==> config.mk <==
export PLATFORM = sky130hd
export DESIGN_NAME = load_store_unit
export DESIGN_NICKNAME = d
export VERILOG_FILES = /design/src/rtl/lsu_pkg.sv /design/src/rtl/load_store_unit_byte_lane_unit.sv /design/src/rtl/load_store_unit.sv
export SDC_FILE = /design/constraint.sdc
export NUM_CORES = 1
export LEC_CHECK = 0
export ABC_CLOCK_PERIOD_IN_PS = 6410
export BUFFER_PORTS_ARGS = -buffer_cell sky130_fd_sc_hd__buf_2
export CAP_MARGIN = 20
export CORE_MARGIN = 2
export CORE_UTILIZATION = 52
export DETAILED_ROUTE_END_ITERATION = 8
export HOLD_SLACK_MARGIN = 0.03
export PLACE_DENSITY = 0.81
export RECOVER_POWER = 25
export SKIP_LAST_GASP = 1
export SYNTH_ARGS = -nofsm -noshare
export SYNTH_HDL_FRONTEND = slang
export SYNTH_SLANG_ARGS = --single-unit
==> constraint.sdc <==
create_clock -name clk -period 6.41 [get_ports clk]
set_input_delay 1.923 -clock clk [delete_from_list [all_inputs] [get_ports clk]]
set_output_delay 1.923 -clock clk [all_outputs]
set_load 0.02 [all_outputs]
==> src/rtl/lsu_pkg.sv <==
// lsu_pkg: shared size codes, FSM states and datapath width for the load/store unit.
package lsu_pkg;
  localparam int DATA_WIDTH = 32;
  typedef enum logic [1:0] {SZ_BYTE = 2'b00, SZ_HALF = 2'b01, SZ_WORD = 2'b10} size_e;
  typedef enum logic [2:0] {IDLE, LD, ST_WR, RMW_RD, RMW_WR, RESP} state_e;
endpackage

==> src/rtl/load_store_unit_byte_lane_unit.sv <==
// byte_lane_unit: little-endian lane extract with sign/zero extension, and lane merge for sub-word stores.
module byte_lane_unit
  import lsu_pkg::*;
(
  input  logic [1:0]  size,
  input  logic        is_unsigned,
  input  logic [1:0]  offset,
  input  logic [31:0] rdata,
  input  logic [31:0] old_word,
  input  logic [31:0] wdata,
  output logic [31:0] ext_data,
  output logic [31:0] merged
);
  logic [4:0]  sh_b, sh_h;
  logic [7:0]  b;
  logic [15:0] h;
  always_comb begin
    sh_b = {offset, 3'b000};
    sh_h = {offset[1], 4'b0000};
    b = 8'(rdata >> sh_b);
    h = 16'(rdata >> sh_h);
    ext_data = size == SZ_BYTE ? {{24{~is_unsigned & b[7]}}, b} :
               size == SZ_HALF ? {{16{~is_unsigned & h[15]}}, h} : rdata;
    merged = size == SZ_BYTE ? (old_word & ~(32'h0000_00ff << sh_b)) | ({24'd0, wdata[7:0]} << sh_b) :
             (old_word & ~(32'h0000_ffff << sh_h)) | ({16'd0, wdata[15:0]} << sh_h);
  end
endmodule

==> src/rtl/load_store_unit.sv <==
// load_store_unit: drives a word-wide data memory for byte/half/word loads and stores, with RMW for sub-word stores.
module load_store_unit #(
  parameter int DATA_WIDTH   = lsu_pkg::DATA_WIDTH,
  parameter int MEMORY_DEPTH = 1024
) (
  input  logic                  clk,
  input  logic                  reset,
  input  logic                  req_valid,
  input  logic                  req_write,
  input  logic [1:0]            req_size,
  input  logic                  req_unsigned,
  input  logic [31:0]           req_addr,
  input  logic [DATA_WIDTH-1:0] req_wdata,
  output logic                  busy,
  output logic                  resp_valid,
  output logic [DATA_WIDTH-1:0] resp_rdata,
  output logic                  resp_err,
  output logic                  mem_read_enable,
  output logic                  mem_write_enable,
  output logic [31:0]           mem_address,
  output logic [DATA_WIDTH-1:0] mem_in_data,
  input  logic [DATA_WIDTH-1:0] mem_out_data
);
  import lsu_pkg::*;
  state_e      state;
  logic [31:0] addr_q, wdata_q, buf_q, rdata_q, ext, merged;
  logic [1:0]  size_q;
  logic        uns_q, err_q, err;
  byte_lane_unit u_lane (
    .size(size_q), .is_unsigned(uns_q), .offset(addr_q[1:0]), .rdata(mem_out_data),
    .old_word(buf_q), .wdata(wdata_q), .ext_data(ext), .merged(merged)
  );
  always_comb begin
    err = (req_size == SZ_HALF && req_addr[0]) || (req_size == SZ_WORD && req_addr[1:0] != 2'b00) ||
          req_size == 2'b11 || {2'b00, req_addr[31:2]} >= 32'(MEMORY_DEPTH);
    busy = !reset && state != IDLE;
    resp_valid = !reset && state == RESP;
    resp_err = resp_valid && err_q;
    resp_rdata = resp_valid ? rdata_q : '0;
    mem_read_enable = !reset && (state == LD || state == RMW_RD);
    mem_write_enable = !reset && (state == ST_WR || state == RMW_WR);
    mem_address = busy ? {2'b00, addr_q[31:2]} : '0;
    mem_in_data = !mem_write_enable ? '0 : state == RMW_WR ? merged : wdata_q;
  end
  always_ff @(posedge clk) begin
    if (reset) begin
      state <= IDLE;
      addr_q <= '0;
      wdata_q <= '0;
      buf_q <= '0;
      rdata_q <= '0;
      size_q <= '0;
      uns_q <= 1'b0;
      err_q <= 1'b0;
    end else begin
      case (state)
        IDLE: if (req_valid) begin
          addr_q <= req_addr;
          wdata_q <= req_wdata;
          size_q <= req_size;
          uns_q <= req_unsigned;
          rdata_q <= '0;
          err_q <= err;
          state <= err ? RESP : !req_write ? LD : req_size == SZ_WORD ? ST_WR : RMW_RD;
        end
        LD: begin
          rdata_q <= ext;
          state <= RESP;
        end
        RMW_RD: begin
          buf_q <= mem_out_data;
          state <= RMW_WR;
        end
        ST_WR, RMW_WR: state <= RESP;
        default: state <= IDLE;
      endcase
    end
  end
endmodule

==> results.ini, run 1 <==
[worst_setup_path]
criticalPathCategory=in2out
critPathRequiredTime_ns=4.49
end_kind=output pin
worstPathArrival_ns=3.62
timing.rr.end=addr_q[19]
critPathLaunchType=primary input
regToRegSetupSlack_ns=2.89
timing.rr.start=state[1]
worst-path-max-fanout=18
crit_path_end=mem_in_data[15]
startpoint=reset
r2r_cells=5

[clocking]
cts.repair.resized=0
cts_made_buffers=17
cts_tree=done
cts_sinks=135
cts_hold_buf=0
post-cts-setup-buffers=0
path_clk_slew_ns=0.06
clk_latency_ns=0.43
cts_root_buf=clkbuf_16
htree_levels=4
clock_path_buffers=2

[die]
ios=204
rows=40
start_util_pct=53.4
dieArea_mm2=0.0133
core_mm2=0.0120
die_h_um=115
die_w_um=115

[pwr]
ir_drop_mv=0.202
power.leakage_nw=3.36
p_per_area_mw_per_mm2=274

[logic_synthesis]
syn_area_per_cell_um2=7.96
synth-main-ff-cell=dfxtp_1
synth_area_mm2=0.00642
synth_seq_area_share_pct=42.1
synth_top_area_share_pct=42.1
ys_seq_elements=135
synth_cell_types=50
synth_edf_count=0
syn_inst=807
ys_top_cells_by_area=dfxtp_1, nand2_1, a21oi_1
yosysTopAreaCell=dfxtp_1
async_reset_ff_share_pct=0
yosys_warnings=0

[drt]
drt-met1-wl_um=7990
highest_layer=met4
met2_length_um=9200
antenna_left=0
wl_um=19400
drt-initial-drc-count=579
wl_per_cell_um=17.1
drt_pass1_iterations=5
vias_per_cell=5.66
drc=0
num_vias=6402
wl_met3_um=1710

[sta]
max_freq_mhz=180
clock_skew_ns=0.00912
fin_setup_tns_ns=0
slew_headroom_pct=-99.8
hold_violations=0
slew_viol_final=170
tightestPinTransition_ns=3.00
finalSetupViolations=0
min_period_over_period_pct=86.5
rsz0062_at_grt=false
min_period_ns=5.55

[global_route]
grt_pass1_wl_um=29700
antenna_found_initial=1
grt_pass1_vias=5795
grt_overflow_total=0
grt_max_degree=101
gr-usage-all-layers_pct=29.3

[status]
violations=max-capacitance violations, max-slew violations
status=finished with violations

[job]
drv_cap=2

[cells_and_area]
stdcell_count=1131
nets=1074
final_cell_mix=nand2_1, buf_2, dfxtp_1
multiInputGateArea_mm2=0.00339
stdcell_area_mm2=0.00798
seq_area_mm2=0.00270
mostFrequentLayoutCell=nand2_1
drive_above_1_share_pct=27.0
fillerInstances=1048
area_growth_pct=24.2

[place]
dpl.hpwl_um=13300
place.gp.congestion=0.908
dp.cells=1099
placedInstanceArea_mm2=0.00739
io_buffers=201

[hold_path]
hp-class=reg2reg

[area by class of cell]
| class | instances | share of cell area (%) |
|---|---|---|
| diodes | 1 | 0.0314 |
| clock buffers | 18 | 5.51 |
| clock inverters | 13 | 1.96 |
| inverters | 5 | 0.392 |
| multi-input cells | 601 | 42.5 |
| flip-flops and latches | 135 | 33.9 |
| well taps | 147 | 2.31 |
| repair buffers | 211 | 13.4 |
[worst max-delay path: stages]
cell and delay [ns]:
clkbuf_1 0.36, or3_1 0.58, clkinv_8 0.18, nand2_1 0.28, o2bb2ai_1 0.12, buf_2 0.17
[through the flow]
stage	total power [mW]	setup slack [ns]	util [%]	hold slack (ns)
after floorplan	1.11	1.14	-	0.424
after global placement	1.20	1.03	61.5	0.437
after detailed placement	1.21	0.999	61.5	0.442
after CTS	2.18	1.00	66.5	0.450
after global routing	2.26	0.747	66.4	0.466
final	2.18	0.863	66.4	0.448
[power breakdown]
| part | total [mW] | switching [mW] | leakage, nW | internal (mW) |
|---|---|---|---|---|
| clock | 0.986 | 0.370 | 0.280 | 0.616 |
| combinational | 0.279 | 0.178 | 1.98 | 0.100 |
| sequential | 0.918 | 0.0344 | 1.10 | 0.884 |
| total | 2.18 | 0.583 | 3.36 | 1.60 |
[sequential cells by signal, summed over array words and instances, names as in the netlist]
signal,count
addr_q,32
buf_q,32
rdata_q,32
wdata_q,32
state,3
size_q,2
err_q,1
uns_q,1
[worst min-delay path by stage]
stage                from  cells after the start  slack [ns]          to
3_5_place_dp    addr_q[3]                      2        0.44   addr_q[3]
5_1_grt        rdata_q[6]                      1        0.47  rdata_q[6]
3_3_place_gp   addr_q[18]                      2        0.44  addr_q[18]
4_1_cts         addr_q[3]                      2        0.45   addr_q[3]
6_report        addr_q[3]                      2        0.45   addr_q[3]
2_1_floorplan  rdata_q[0]                      1        0.42  rdata_q[0]
[cell usage after synthesis (2+ instances only)]
| cell | number |
|---|---|
| mux2i_1 | 18 |
| clkbuf_1 | 38 |
| nor4_1 | 5 |
| nor3_2 | 2 |
| nor3_1 | 6 |
| and2_1 | 64 |
| o21ai_0 | 24 |
| mux4_2 | 7 |
| inv_1 | 3 |
| buf_6 | 3 |
| dfxtp_1 | 135 |
| a22o_1 | 8 |
| o21ai_2 | 3 |
| or2_2 | 2 |
| a311oi_1 | 7 |
| or3_1 | 9 |
| a21oi_1 | 112 |
| buf_2 | 18 |
| buf_4 | 6 |
| nand3_1 | 2 |
| o22a_1 | 8 |
| a21boi_0 | 2 |
| o2bb2ai_1 | 32 |
| nor4b_2 | 2 |
| a22oi_1 | 8 |
| nor2_1 | 49 |
| o221ai_1 | 8 |
| nand2_1 | 204 |
[routing by layer]
metal / vias up / global-route usage [%]
li1: 3115 / -
met1: 2962 / 36.2
met2: 281 / 47.0
met3: 44 / 11.6
met4: 0 / 9.56
met5: - / 0
[cell families (layout without fill, tap and decap cells)]
logic type      Yosys count  after routing  share of synthesized area [%]
simple gates            352            352                           24.8
mux                      25             25                           5.26
buf+inv                  72            247                           5.48
compound gates          221            221                           22.1
other cells               1              3                         0.0584
flops                   135            135                           42.1
xor+xnor                  1              1                          0.136
No activity file was read; power rests on OpenSTA's default activity.
==> run 2, diff against run 1 <==
CORE_ASPECT_RATIO = 0.7   (was unset)
==> results.ini, run 2 (synthesis gave the netlist of run 1 again) <==
[clocking]
clk_latency_ns=0.42  ; about the same
cts_root_buf=clkbuf_16
cts_made_buffers=17  ; unchanged
htree_levels=4  ; unchanged
post-cts-setup-buffers=0  ; unchanged
cts_tree=done
cts_hold_buf=0  ; unchanged
clock_path_buffers=2  ; unchanged
cts.repair.resized=0  ; unchanged
path_clk_slew_ns=0.06  ; about the same
cts_sinks=135  ; unchanged

[cells_and_area]
multiInputGateArea_mm2=0.00338  ; -0.11%
post-route-util_pct=67.0  ; +0.61 points
final_cell_mix=nand2_1, buf_2, dfxtp_1
area_growth_pct=24.1  ; about the same
seq_area_mm2=0.00270  ; unchanged
mostFrequentLayoutCell=nand2_1
fillerInstances=1046  ; -0.19%
nets=1074  ; unchanged
antennaDiodeCount=0  ; -1
drive_above_1_share_pct=26.7  ; -0.31 points

[pwr]
power.share.switching_pct=26.9  ; +0.16 points
p_int_mw=1.57  ; -1.6%
ir_drop_mv=0.214  ; +5.7%
p_sw_mw=0.578  ; -0.85%
comb_power_share_pct=13.0  ; +0.2 points
p_per_area_mw_per_mm2=270  ; -1.3%
clockPowerShare_pct=44.3  ; -0.9 points
power.leakage_nw=3.35  ; -0.21%
p_seq_share_pct=42.6  ; +0.5 points

[hold_path]
hp-class=reg2reg

[global_route]
grt_pass1_wl_um=30900  ; +4.1%
grt_pass1_vias=6023  ; +3.9%
gr-usage-all-layers_pct=29.8  ; +0.49 points
grt_max_degree=63  ; -38%
grt_overflow_total=0  ; unchanged
antenna_found_initial=1  ; unchanged

[worst_setup_path]
criticalPathCategory=in2out
worstPathArrival_ns=3.67  ; +0.05 ns
critPathRequiredTime_ns=4.49  ; about the same
worst-path-max-fanout=47  ; +29
end_kind=output pin
critPathLaunchType=primary input

[drt]
drc=0  ; unchanged
drt_pass1_iterations=5  ; unchanged
num_vias=6553  ; +2.4%
drt-initial-drc-count=583  ; +0.69%
wl_um=19800  ; +2.1%
antenna_left=0  ; unchanged
vias_per_cell=5.75  ; +1.6%
wl_per_cell_um=17.4  ; +1.3%

[sta]
min_period_ns=5.59  ; +0.0447 ns
whs_ns=0.448  ; -0.000222 ns
slew_headroom_pct=-67.5  ; +32 points
finalSetupViolations=0  ; unchanged
clock_skew_ns=0.0133  ; +0.00420 ns
hold_violations=0  ; unchanged
tightestPinTransition_ns=2.51  ; -0.484 ns
min_period_over_period_pct=87.2  ; +0.70 points
fin_setup_tns_ns=0  ; unchanged
slew_viol_final=108  ; -36%
max_freq_mhz=179  ; -0.80%
rsz0062_at_grt=false

[die]
core_mm2=0.0119  ; -1.0%
die_h_um=97.0  ; -16%
rows=33  ; -18%
die_w_um=137  ; +19%
start_util_pct=54.0  ; +0.54 points
ios=204  ; unchanged
dieArea_mm2=0.0133  ; +0.11%

[status]
violations=max-capacitance violations, max-slew violations
status=finished with violations

[place]
dpl.hpwl_um=13900  ; +4.2%
io_buffers=201  ; unchanged
place.gp.congestion=0.900  ; -0.91%

[job]
drv_cap=2  ; unchanged

[run 2: final cells by class]
class	count	area share, %
clock buffers	19	5.68
clock inverters	12	1.60
inverters	5	0.393
multi-input cells	601	42.5
flip-flops and latches	135	33.9
well taps	157	2.47
repair buffers	211	13.5
[run 2: path summary, 6_finish.rpt]
kind	end	slack, ns	cells after the start	start
worst max register to register	wdata_q[7]	2.68	5	state[2]
worst min register to register	addr_q[11]	0.45	2	addr_q[11]
worst min-delay path	addr_q[11]	0.45	2	addr_q[11]
worst max-delay path	mem_in_data[14]	0.82	6	reset
[run 2: routing by layer]
layer	wire (µm)	global-route usage (%)	part of all wire (%)
met3	2090	8.44	11
met1	8530	41.3	43
met2	8760	45.0	44
met4	375	9.20	1.9
met5	11	0	0.056
[run 2: worst max-delay path, stage by stage]
cell,delay (ns)
buf_4,0.26
or3_1,0.65
clkinv_8,0.19
nand2_1,0.19
o2bb2ai_1,0.24
buf_2,0.19
[run 2: metrics by stage]
step / std cells / total power, mW / cell area [µm²] / setup WS, ns
after floorplan: 808 / 1.11 / 6420 / 1.14
after global placement: 1108 / 1.20 / 7390 / 0.928
after detailed placement: 1109 / 1.21 / 7400 / 0.850
after CTS: 1140 / 2.15 / 7980 / 0.822
after global routing: 1140 / 2.23 / 7970 / 0.719
final: 1140 / 2.15 / 7970 / 0.818
[run 2: power groups by stage]
stage	logic (mW)	registers [mW]	clock network, mW
2_1_floorplan	0.190	0.917	0
3_3_place_gp	0.270	0.933	0
3_5_place_dp	0.274	0.934	0
4_1_cts	0.276	0.916	0.960
5_1_grt	0.306	0.922	1.00
6_report	0.280	0.917	0.954
